[src/rtl/sim_exit_monitor.sv]
// Polls tohost exit words from several harts on a fixed period and folds the
// per-hart exits into one sticky finish / fail / exit-code status with a watchdog.
module sim_exit_monitor #(
    parameter int NrHarts      = 8,
    parameter int ExitW        = 32,
    parameter int PollCycles   = 200,
    parameter int TimeoutTicks = 0,
    parameter bit WaitAll      = 1'b1
) (
    input  logic                       clk_i,
    input  logic                       rst_i,
    input  logic [NrHarts-1:0]         hart_active_i,
    input  logic [NrHarts-1:0]         exit_valid_i,
    input  logic [NrHarts*ExitW-1:0]   exit_word_i,
    output logic [NrHarts-1:0]         exit_ready_o,
    output logic                       poll_o,
    output logic                       done_o,
    output logic                       fail_o,
    output logic                       timeout_o,
    output logic [ExitW-2:0]           exit_code_o,
    output logic [(NrHarts>1 ? $clog2(NrHarts) : 1)-1:0] fail_hart_o
);

    localparam int CodeW = ExitW - 1;
    localparam int HartW = (NrHarts > 1) ? $clog2(NrHarts) : 1;
    localparam int CntW  = (PollCycles > 1) ? $clog2(PollCycles) : 1;
    localparam int TickW = (TimeoutTicks > 0) ? $clog2(TimeoutTicks + 1) : 1;
    localparam logic [CntW-1:0]  CntLast  = CntW'(PollCycles - 1);
    localparam logic [TickW-1:0] TickLast = TickW'((TimeoutTicks > 0) ? TimeoutTicks - 1 : 0);

    typedef enum logic {RUN, DONE} state_t;

    state_t             state_q, state_d;
    logic [CntW-1:0]    poll_cnt_q;
    logic [TickW-1:0]   tick_cnt_q;
    logic [NrHarts-1:0] hart_done_q;
    logic               fail_q, timeout_q;
    logic [CodeW-1:0]   code_q;
    logic [HartW-1:0]   fail_hart_q;

    logic               poll, tick_run, finish, timeout_hit;
    logic               any_fail, hart_done_all;
    logic [NrHarts-1:0] exit_acc, fail_acc;
    logic [ExitW-1:0]   word;
    logic [CodeW-1:0]   first_exit_code, first_fail_code;
    logic [HartW-1:0]   first_fail_hart;

    // Poll tick is forced low while reset is held so every output reads 0.
    assign poll     = ~rst_i & (poll_cnt_q == CntLast);
    assign tick_run = poll & (state_q == RUN);

    assign exit_ready_o = {NrHarts{tick_run}} & hart_active_i & ~hart_done_q & exit_valid_i;

    // Downward scan so the lowest exiting / failing hart is the one that sticks.
    always_comb begin
        exit_acc        = '0;
        fail_acc        = '0;
        word            = '0;
        first_exit_code = '0;
        first_fail_code = '0;
        first_fail_hart = '0;
        for (int i = NrHarts - 1; i >= 0; i--) begin
            word = exit_word_i[i*ExitW +: ExitW];
            if (exit_ready_o[i] && word[0]) begin
                exit_acc[i]     = 1'b1;
                first_exit_code = word[ExitW-1:1];
                if (word[ExitW-1:1] != '0) begin
                    fail_acc[i]     = 1'b1;
                    first_fail_code = word[ExitW-1:1];
                    first_fail_hart = HartW'(i);
                end
            end
        end
    end

    assign any_fail      = |fail_acc;
    assign hart_done_all = &(hart_done_q | exit_acc | ~hart_active_i);
    assign finish        = tick_run & (WaitAll ? (hart_done_all | any_fail) : (|exit_acc));
    // An exit landing on the same tick as the watchdog limit wins.
    assign timeout_hit   = (TimeoutTicks != 0) && tick_run && (tick_cnt_q == TickLast) && !finish;

    always_comb begin
        state_d = state_q;
        if (state_q == RUN && (finish || timeout_hit)) begin
            state_d = DONE;
        end
    end

    always_ff @(posedge clk_i or posedge rst_i) begin
        if (rst_i) begin
            state_q <= RUN;
        end else begin
            state_q <= state_d;
        end
    end

    always_ff @(posedge clk_i or posedge rst_i) begin
        if (rst_i) begin
            poll_cnt_q  <= '0;
            tick_cnt_q  <= '0;
            hart_done_q <= '0;
        end else begin
            poll_cnt_q  <= (poll_cnt_q == CntLast) ? '0 : poll_cnt_q + CntW'(1);
            if (tick_run) begin
                tick_cnt_q <= tick_cnt_q + TickW'(1);
            end
            hart_done_q <= hart_done_q | exit_acc;
        end
    end

    always_ff @(posedge clk_i or posedge rst_i) begin
        if (rst_i) begin
            fail_q      <= 1'b0;
            timeout_q   <= 1'b0;
            code_q      <= '0;
            fail_hart_q <= '0;
        end else if (state_q == RUN && state_d == DONE) begin
            if (timeout_hit) begin
                fail_q      <= 1'b1;
                timeout_q   <= 1'b1;
                code_q      <= '1;
                fail_hart_q <= '0;
            end else begin
                fail_q      <= any_fail;
                code_q      <= any_fail ? first_fail_code : first_exit_code;
                fail_hart_q <= any_fail ? first_fail_hart : '0;
            end
        end
    end

    assign poll_o      = poll;
    assign done_o      = (state_q == DONE);
    assign fail_o      = fail_q;
    assign timeout_o   = timeout_q;
    assign exit_code_o = code_q;
    assign fail_hart_o = fail_hart_q;

endmodule

[config.mk]
export PLATFORM = sky130hd
export DESIGN_NAME = sim_exit_monitor
export DESIGN_NICKNAME = d
export VERILOG_FILES = /design/src/rtl/sim_exit_monitor.sv
export SDC_FILE = /design/constraint.sdc
export NUM_CORES = 1
export LEC_CHECK = 0
export ABC_AREA = 1
export ABC_CLOCK_PERIOD_IN_PS = 3560
export CELL_PAD_IN_SITES_DETAIL_PLACEMENT = 0
export CELL_PAD_IN_SITES_GLOBAL_PLACEMENT = 1
export CORE_UTILIZATION = 26
export CTS_CLUSTER_SIZE = 14
export DETAILED_ROUTE_END_ITERATION = 16
export PLACE_DENSITY = 0.78
export SLEW_MARGIN = 0
export SYNTH_ARGS = -nofsm -noshare
export SYNTH_HDL_FRONTEND = slang
export SYNTH_SLANG_ARGS = --single-unit
[constraint.sdc]
create_clock -name clk_i -period 3.56 [get_ports clk_i]
set_clock_uncertainty 0.05 [all_clocks]
set_input_delay 0.712 -clock clk_i [delete_from_list [all_inputs] [get_ports clk_i]]
set_output_delay 0.712 -clock clk_i [all_outputs]
set_load 0.01 [all_outputs]
==> impl_metrics.json <==
{
  "synthCells": 1279,
  "cp_slowest_stage_delay_ns": 0.55,
  "dr_wl_met3_mm": 1.49,
  "arrival_ns": 2.54,
  "place_area_um2": 10100,
  "design_area_um2": 10300,
  "n_fill_cell": 2677,
  "cts.sinks": 52,
  "r2r_start": "poll_cnt_q[0]$_DFF_PP0_",
  "regArea_um2": 1300,
  "fin_nets": 1851,
  "wl_per_cell_um": 14.6,
  "avgSynthCellArea_um2": 5.13,
  "hpwl_mm": 23.6,
  "vias": 8317,
  "finalCritPeriodShare_pct": 92.8,
  "grt_pass1_vias": 8207,
  "post-cts-setup-buffer-count": 0,
  "dr.max_layer_used": "met4",
  "synthTopCellsByCount": "406 x nand2_1, 319 x inv_1, 121 x nand3_1",
  "grt_usage_pct": 21.5,
  "yosysUniqueCellTypes": 36,
  "diodes": 0,
  "hold_path.class": "reg -> reg",
  "r2r_slack_ns": 0.54,
  "grt_max_degree": 65,
  "clk_latency_ns": 0.30,
  "crit_required_ns": 2.80,
  "slew_headroom_pct": 52.8,
  "cts_tree": "yes",
  "powerDensity_nw_per_um2": 157,
  "pre_cts_ws_ns": 0.0230,
  "yosys_warnings": 0,
  "portBuffers": 318,
  "multiInputGateArea_um2": 3790,
  "setup_slack_ns": 0.255,
  "grt_setup_unrepaired": "no",
  "syn_nets": 1554,
  "synth_ff_type": "dfrtp_1",
  "routedLengthMet1_mm": 11.9,
  "crit_buf_inv": 4,
  "end_kind": "output pin",
  "ctsHoldBuffers": 0,
  "max_cap_viol_count": 0,
  "crit_path_end": "exit_ready_o[4]",
  "cts_max_path_buffers": 2,
  "crit_type": "in -> out",
  "die_w_um": 161,
  "cp_cell_sequence": "clkdlybuf4s50_1 > clkinvlp_4 > nand4_1 > buf_4 > nor2_1 > clkdlybuf4s50_1",
  "final.setup.tns_ns": 0,
  "antenna_found_initial": 1,
  "cts_buffers": 5,
  "max_freq_mhz": 303,
  "dieArea_um2": 25900,
  "synth_edf_count": 0,
  "reg2reg_depth": 19,
  "gp_congestion": 0.847,
  "postSynth.asyncResetShare_pct": 100,
  "leakagePower_uw": 0.00514,
  "syn_area_um2": 6570,
  "period_needed_ns": 3.31,
  "rows": 57,
  "drcViolationCount": 0,
  "yosysMostFrequentCell": "nand2_1",
  "grt_pass1_wl_mm": 43.3,
  "crit_path_start": "rst_i",
  "antenna_left": 0,
  "core-area_um2": 24500,
  "cpMostUsedCell": "clkdlybuf4s50_1",
  "synth_largest_area_cell": "nand2_1",
  "drive_gt1_share_pct": 4.19,
  "cts_resized": 0,
  "drt_iter0_drc": 482,
  "crit_fanout": 8,
  "route.met2.wl_mm": 13.9,
  "cp.depth": 6,
  "worst_pin_slew_ns": 0.708,
  "maxSlewViolCount": 0,
  "setup_viol": 0,
  "status": "finished clean",
  "gr-total-overflow": 0,
  "cpLargestDelayFamily": "buffers and inverters",
  "io_pins": 320,
  "r2r-end": "exit_code_o[8]$_DFFE_PP0P_",
  "hold_viol_final": 0,
  "ctsHtreeMaxLevel": 2,
  "dr.pass1.iters": 5,
  "irDropWorstVdd_v": 0.000156,
  "die_h_um": 161,
  "cp_slowest_cell": "clkdlybuf4s50_1",
  "synth_top_area_share_pct": 23.2,
  "finish.utilization_pct": 42.0,
  "cp-start-kind": "input port",
  "synth_seq_cells": 52,
  "clkTransAtPathRegs_ns": 0.07,
  "ys_top_cells_by_area": "nand2_1 23%, dfrtp_1 20%, inv_1 18%, nand3_1 9.2%, nor2_1 5.4%",
  "synth-seq-area-share_pct": 19.8,
  "via_per_inst": 4.38,
  "area_growth_pct": 57.0,
  "drt-total-wl_mm": 27.7,
  "start_util_pct": 26.8,
  "hp-start": "hart_done_q[2]$_DFF_PP0_",
  "cts-root-buf": "clkbuf_16"
}
## cells by family (layout without fill, tap and decap cells)
kind of cell	Yosys count	in the layout	share of synthesized area, %
AO/OA/AOI/OAI	145	145	11.1
AND/OR/NAND/NOR	698	698	46.1
flip-flops	52	52	19.8
adder cells (fa/ha/maj)	1	1	0.191
buffers and inverters	382	680	22.7
other	1	1	0.0571
## metrics by stage
stage	instances	total power [uW]	hold WS [ns]
after floorplan	1279	681	0.379
after detailed placement	1893	1040	0.398
final	1901	1620	0.416
after global routing	1901	1690	0.444
after CTS	1901	1640	0.416
after global placement	1893	1040	0.394
## sequential cells by signal, summed over array words and instances (netlist names)
| register | flops |
|---|---|
| exit_code_o | 31 |
| hart_done_q | 8 |
| poll_cnt_q | 8 |
| fail_hart_o | 3 |
| done_o | 1 |
| fail_o | 1 |
## cell type report
cell class | count | area share [%]
clock inverters | 3 | 0.486
well taps | 324 | 3.93
multi-input cells | 845 | 36.8
repair buffers | 342 | 32.9
inverters | 330 | 12.1
flip-flops and latches | 52 | 12.6
clock buffers | 5 | 1.21
## metal layers
layer  track usage, %  up-vias
li1                 -     4443
met1             26.9     3616
met2             38.9      238
met3             3.36       20
met4             3.60        0
met5                0        -
## worst min-delay path by stage
stage                                    end  slack, ns  cells after the start
floorplan           hart_done_q[2]$_DFF_PP0_       0.38                      2
global placement    hart_done_q[3]$_DFF_PP0_       0.39                      2
detailed placement  hart_done_q[2]$_DFF_PP0_       0.40                      2
CTS                 hart_done_q[2]$_DFF_PP0_       0.42                      2
global route        hart_done_q[0]$_DFF_PP0_       0.44                      2
finish              hart_done_q[2]$_DFF_PP0_       0.42                      2
## worst reg2reg max path: stages (launching register included)
cell	delay, ns
dfrtp_1	0.37
ha_1	0.19
nand2_1	0.09
nor2_1	0.12
nand4_1	0.29
nor3b_1	0.41
buf_4	0.25
o21ai_2	0.09
buf_4	0.23
inv_1	0.26
nand2_1	0.08
nand2_1	0.06
inv_1	0.04
nand2_1	0.07
nand2_1	0.06
nand2_1	0.07
nand2_1	0.06
nand3_1	0.07
nand2_1	0.05
inv_1	0.04
## report_power, final
group	switching, uW	total (uW)	internal [uW]
clock	246	586	340
combinational	150	441	291
sequential	0	590	590
## cells in the final DEF, fill, tap and decap left out, types with 2 or more instances in the layout
master	n
clkinv_1	2
buf_4	22
nand3_2	2
and3_1	3
nand2_1	406
nand2_2	6
dfrtp_1	52
nor3_1	12
inv_2	8
clkdlybuf4s50_1	318
nor2_8	2
nand4_1	32
nor2_4	6
o21ai_1	41
o21ai_0	43
nor4_1	5
buf_12	2
nor2_2	2
nor2_1	94
clkbuf_16	5
inv_1	318
nand2_4	2
nand3_1	120
a21oi_1	58
Note: power is estimated with default switching activity, not from simulation.
